===== src/rtl/rx_rcu_if.sv =====
// Signal bundle between the UART receive control unit and its neighbours
// (line input, shift register, receive data buffer).
interface rx_rcu_if;
    logic serial_in;
    logic stop_bit;
    logic shift_strobe;
    logic load_buffer;
    logic framing_error;
    logic rx_busy;

    modport master (
        output serial_in, stop_bit,
        input  shift_strobe, load_buffer, framing_error, rx_busy
    );

    modport slave (
        input  serial_in, stop_bit,
        output shift_strobe, load_buffer, framing_error, rx_busy
    );
endinterface


===== src/rtl/rx_rcu_timer.sv =====
// UART receive control unit: start-bit detection, mid-bit strobing of 9 bits,
// stop-bit check. CLKS_PER_BIT must be even and >= 4.
module rx_rcu_timer #(
    parameter int CLKS_PER_BIT = 10,
    parameter int NUM_BITS     = 9
) (
    input  logic   clk,
    input  logic   rst,
    rx_rcu_if.slave bus
);
    localparam int TW = $clog2(CLKS_PER_BIT + 1);
    localparam logic [TW-1:0] T_FULL   = TW'(CLKS_PER_BIT);
    localparam logic [TW-1:0] T_HALF   = TW'(CLKS_PER_BIT / 2);
    localparam logic [TW-1:0] T_ONE    = TW'(1);
    localparam logic [3:0]    LAST_BIT = 4'(NUM_BITS - 1);

    typedef enum logic [2:0] {IDLE, START_WAIT, RECEIVE, STOP_CHK, LOAD} state_t;

    state_t        state, state_nxt;
    logic [TW-1:0] timer, timer_nxt;
    logic [3:0]    bit_cnt, bit_cnt_nxt;
    logic          fe, fe_nxt;
    logic          strobe;

    assign strobe = (state == RECEIVE) && (timer == T_FULL);

    always_ff @(posedge clk) begin
        if (rst) begin
            state   <= IDLE;
            timer   <= '0;
            bit_cnt <= '0;
            fe      <= 1'b0;
        end else begin
            state   <= state_nxt;
            timer   <= timer_nxt;
            bit_cnt <= bit_cnt_nxt;
            fe      <= fe_nxt;
        end
    end

    always_comb begin
        state_nxt   = state;
        timer_nxt   = '0;
        bit_cnt_nxt = bit_cnt;
        fe_nxt      = fe;
        case (state)
            IDLE: begin
                bit_cnt_nxt = '0;
                // Level-sensitive on purpose: a held-low line restarts a frame.
                if (!bus.serial_in) begin
                    state_nxt = START_WAIT;
                    timer_nxt = T_ONE;
                end
            end
            START_WAIT: begin
                timer_nxt = timer + T_ONE;
                if (timer == T_HALF) begin
                    if (bus.serial_in) begin
                        state_nxt = IDLE;
                        timer_nxt = '0;
                    end else begin
                        state_nxt = RECEIVE;
                        timer_nxt = T_ONE;
                        fe_nxt    = 1'b0;
                    end
                end
            end
            RECEIVE: begin
                timer_nxt = (timer == T_FULL) ? T_ONE : timer + T_ONE;
                if (strobe) begin
                    bit_cnt_nxt = bit_cnt + 4'd1;
                    if (bit_cnt == LAST_BIT) begin
                        state_nxt = STOP_CHK;
                        timer_nxt = '0;
                    end
                end
            end
            STOP_CHK: begin
                // stop_bit already holds the 9th shifted bit in this cycle
                if (bus.stop_bit) begin
                    state_nxt = LOAD;
                end else begin
                    state_nxt = IDLE;
                    fe_nxt    = 1'b1;
                end
            end
            LOAD:    state_nxt = IDLE;
            default: state_nxt = IDLE;
        endcase
    end

    assign bus.shift_strobe  = strobe;
    assign bus.load_buffer   = (state == LOAD);
    assign bus.framing_error = fe;
    assign bus.rx_busy       = (state != IDLE);
endmodule


===== src/flat_wrapper.sv =====
// flat-port wrapper written by rule: the top's interface ports become plain ports
module rx_rcu_timer_flat 
#(
    parameter int CLKS_PER_BIT = 10,
    parameter int NUM_BITS     = 9
)
  (clk, rst, bus_serial_in, bus_stop_bit, bus_shift_strobe, bus_load_buffer, bus_framing_error, bus_rx_busy);
  rx_rcu_if bus_i ();
  input  logic clk;
  input  logic rst;
  input wire logic [$bits(bus_i.serial_in)-1:0] bus_serial_in;
  input wire logic [$bits(bus_i.stop_bit)-1:0] bus_stop_bit;
  output wire logic [$bits(bus_i.shift_strobe)-1:0] bus_shift_strobe;
  output wire logic [$bits(bus_i.load_buffer)-1:0] bus_load_buffer;
  output wire logic [$bits(bus_i.framing_error)-1:0] bus_framing_error;
  output wire logic [$bits(bus_i.rx_busy)-1:0] bus_rx_busy;
  assign bus_i.serial_in = bus_serial_in;
  assign bus_i.stop_bit = bus_stop_bit;
  assign bus_shift_strobe = bus_i.shift_strobe;
  assign bus_load_buffer = bus_i.load_buffer;
  assign bus_framing_error = bus_i.framing_error;
  assign bus_rx_busy = bus_i.rx_busy;
  rx_rcu_timer #(.CLKS_PER_BIT(CLKS_PER_BIT), .NUM_BITS(NUM_BITS)) u_core (.clk(clk), .rst(rst), .bus(bus_i));
endmodule

===== config.mk =====
export PLATFORM = sky130hd
export DESIGN_NAME = rx_rcu_timer_flat
export DESIGN_NICKNAME = d
export VERILOG_FILES = /design/src/rtl/rx_rcu_if.sv /design/src/rtl/rx_rcu_timer.sv /design/src/flat_wrapper.sv
export SDC_FILE = /design/constraint.sdc
export NUM_CORES = 1
export LEC_CHECK = 0
export ABC_AREA = 1
export CORE_MARGIN = 8
export CORE_UTILIZATION = 35
export DETAILED_ROUTE_END_ITERATION = 12
export PLACE_DENSITY_LB_ADDON = 0.12
export SYNTH_ARGS = -nofsm -noshare
export SYNTH_HDL_FRONTEND = slang
export SYNTH_SLANG_ARGS = --single-unit

===== constraint.sdc =====
create_clock -name clk -period 1.5 [get_ports clk]
set_input_delay 0.3 -clock clk [delete_from_list [all_inputs] [get_ports clk]]
set_output_delay 0.3 -clock clk [all_outputs]
set_load 0.02 [all_outputs]

==> impl_results.md <==
* Status: completed
* Final core occ at 0.499
* Die Area at 0.00356 mm2
* Synth Area in XOR/XNOR at 0.0263
* Fin crit share at 0.945
* First-pass DRT Iterations at 4
* Max-slew violation count at 0
* Drt drc at 0
* Number of global-route vias before repair at 609
* Ports at 8
* Die Ht at 59.7 um
* Synth cell types at 21
* Clock Root Buffer: clkbuf_4
* Grt ovf at 0
* Slew of the pin with the lowest slew margin at 0.258 ns
* Critical path class: reg2out
* Mean post-synth cell area at 7.09 um2
* # rows at 15
* PwrDens at 1560 mW/mm2
* Tmin final at 1.42 ns
* Ranking of synthesized cells by area: dfxtp_1 (36%), nand2_1 (9.6%), a21oi_1 (7.5%)
* Area leader, netlist: dfxtp_1
* Hold Crit Depth at 2
* Complex-gate fraction of the synthesized area at 0.137
* Via count at 668
* Max Cap Viol at 0
* Clock network fraction of design power at 0.146
* FF-to-FF path depth at 10
* Comb power frac at 0.558
* Most instantiated library cell after synthesis: nand2_1
* Number of synthesized register bits at 12
* Syn. warnings at 0
* Pre-CTS WS at -0.110 ns
* Main combinational cell family by area after synthesis: simple AND/OR/NAND/NOR gates
* Hold Vio Cnt, Final at 0
* IO buf count at 7
* Initial antenna violation count at 0
* Yosys top cell area share at 0.360
* Synth Area in Adders at 0.0375
* Total CTS buffers at 3
* Worst setup SP type: flop
* Clock latency on the worst-skew pair at 0.28 ns
* Dpl hpwl at 1200 um
* Global Route Usage Sum at 0.0936
* NetSw at 0.589 mW
* Clock Tree Buf Depth at 2
* Synth Cell Area at 667 um2
* Ys async rst share at 0
* Final setup violation count at 0
* Global placer's final weighted congestion at 0.806
* WP data required at 1.20 ns
* Initial core utilization at 0.378
* Synthesized-area fraction occupied by and/or/nand/nor cells at 0.349
* RSZ-0062 raised after global routing: no
* Via-per-instance ratio at 4.70
* Hold Crit Class: reg2reg
* LEAKAGE at 0.418 nW
* Synth Flop Type: dfxtp_1
* CTS clk-pin slew, worst paths at 0.07 ns
* Starting DRT DRC Count at 15
* Setup ws final at 0.0830 ns
* Routed len/inst at 10.3 um
* Commonest cells in the netlist: nand2_1 (17), dfxtp_1 (12), inv_1 (12), a21oi_1 (10), nand3_1 (8)
* Int Pwr at 0.782 mW
* Layout cells sized above 1 at 0.299
* CP Data Arrival Time at 1.12 ns
* Reg power frac at 0.296
* Synthesis-to-layout area growth at 32.1%
* ANT nets after route at 0
* Peak supply drop at 0.000680 V
* Nets at 125
* Number of H-tree levels at 1
* Register area share after synthesis at 0.360
* Mux contribution to synthesized area at 0
* Final wirelength at 1460 um
* Sink Count at 12
* CTS tree: done
* Net Count, Synth at 100
* Total core area at 0.00176 mm2
* Switching Fraction at 0.429
* CP Max Fanout at 3
* Syn Inst Count at 94
* Number of synthesized flops with an enable pin at 0
* DIE WIDTH at 59.7 um
* Critical Path Sink Type: output pin
* Pin count of the biggest net entering global routing at 8
* Clock Skew at 0.00593 ns
* First-pass GRT wire length at 2520 um
* Worst slew margin at 0.826
* F_max at 706 MHz
* ANT cells at 0
==> worst max-delay path, cell delays in order (launching register included) <==
cell and delay, ns:
dfxtp_1 0.33, inv_1 0.06, nor2_1 0.11, nand2_2 0.08, nor2_2 0.10, buf_4 0.15
==> state kept, by name (all words and copies together) (netlist names) <==
name / count
u_core.timer: 4
u_core.bit_cnt: 4
u_core.state: 3
u_core.bus.framing_error: 1
==> stage by stage <==
stage,instance area [um2],power [mW],hold slack [ns],std cells,TNS [ns]
6_report,881,1.37,0.463,142,0
3_5_place_dp,870,1.20,0.462,139,-0.179
2_1_floorplan,667,0.888,0.441,94,0
5_1_grt,881,1.49,0.499,142,0
3_3_place_gp,870,1.21,0.452,139,-0.185
4_1_cts,881,1.39,0.470,142,0
==> kinds of logic after synthesis <==
logic type	after synthesis
AO/OA/AOI/OAI	16
adder cells (fa/ha/maj)	2
buffers and inverters	16
flip-flops	12
AND/OR/NAND/NOR	46
XOR/XNOR	2
==> layer usage <==
layer | vias up | share of wire | global-route usage
li1 | 355 | - | -
met1 | 293 | 0.50 | 0.114
met2 | 15 | 0.42 | 0.137
met3 | 5 | 0.044 | 0.0236
met4 | 0 | 0.036 | 0.0714
met5 | - | 0 | 0
==> placed cells by master, fill, tap and decap left out, drive strengths merged <==
cell type	n
o21ai	4
nand2	22
o211a	1
a21oi	10
ha	2
dfxtp	12
dlygate4sd2	1
nor4	1
nand3	8
buf	16
inv	15
xor2	2
nand4	3
clkdlybuf4s50	3
o211ai	1
nor3	1
nand3b	1
clkbuf	4
nor2	10
==> power by group through the flow <==
stage / logic, mW / clock network [mW] / registers [mW]
after floorplan: 0.448 / 0 / 0.440
after global placement: 0.791 / 0 / 0.415
after detailed placement: 0.787 / 0 / 0.414
after CTS: 0.776 / 0.206 / 0.407
after global routing: 0.859 / 0.214 / 0.412
final: 0.765 / 0.200 / 0.406
==> final timing paths <==
path / startpoint / endpoint / slack [ns]
worst min-delay path: u_core.bus.framing_error / u_core.bus.framing_error / 0.46
worst min register to register: u_core.bus.framing_error / u_core.bus.framing_error / 0.46
worst max register to register: u_core.state[2] / u_core.state[0] / 0.17
worst max-delay path: u_core.timer[3] / bus_shift_strobe / 0.08
==> repair_timing <==
item                                    4_1_cts  5_1_grt
resized for setup                            12        3
buffers inserted                              0        0
hold endpoints to repair                      0        0
endpoints found under the setup margin        4        2
pin swaps                                     0        0
hold buffers                                  0        0
==> final cells by class <==
class / count / area, um2
clock buffers: 3 / 22.5
fillers: 188 / 883
inverters: 15 / 56.3
multi-input cells: 66 / 369
flip-flops and latches: 12 / 240
well taps: 25 / 31.3
repair buffers: 21 / 161
(Power assumes the default switching activity.)
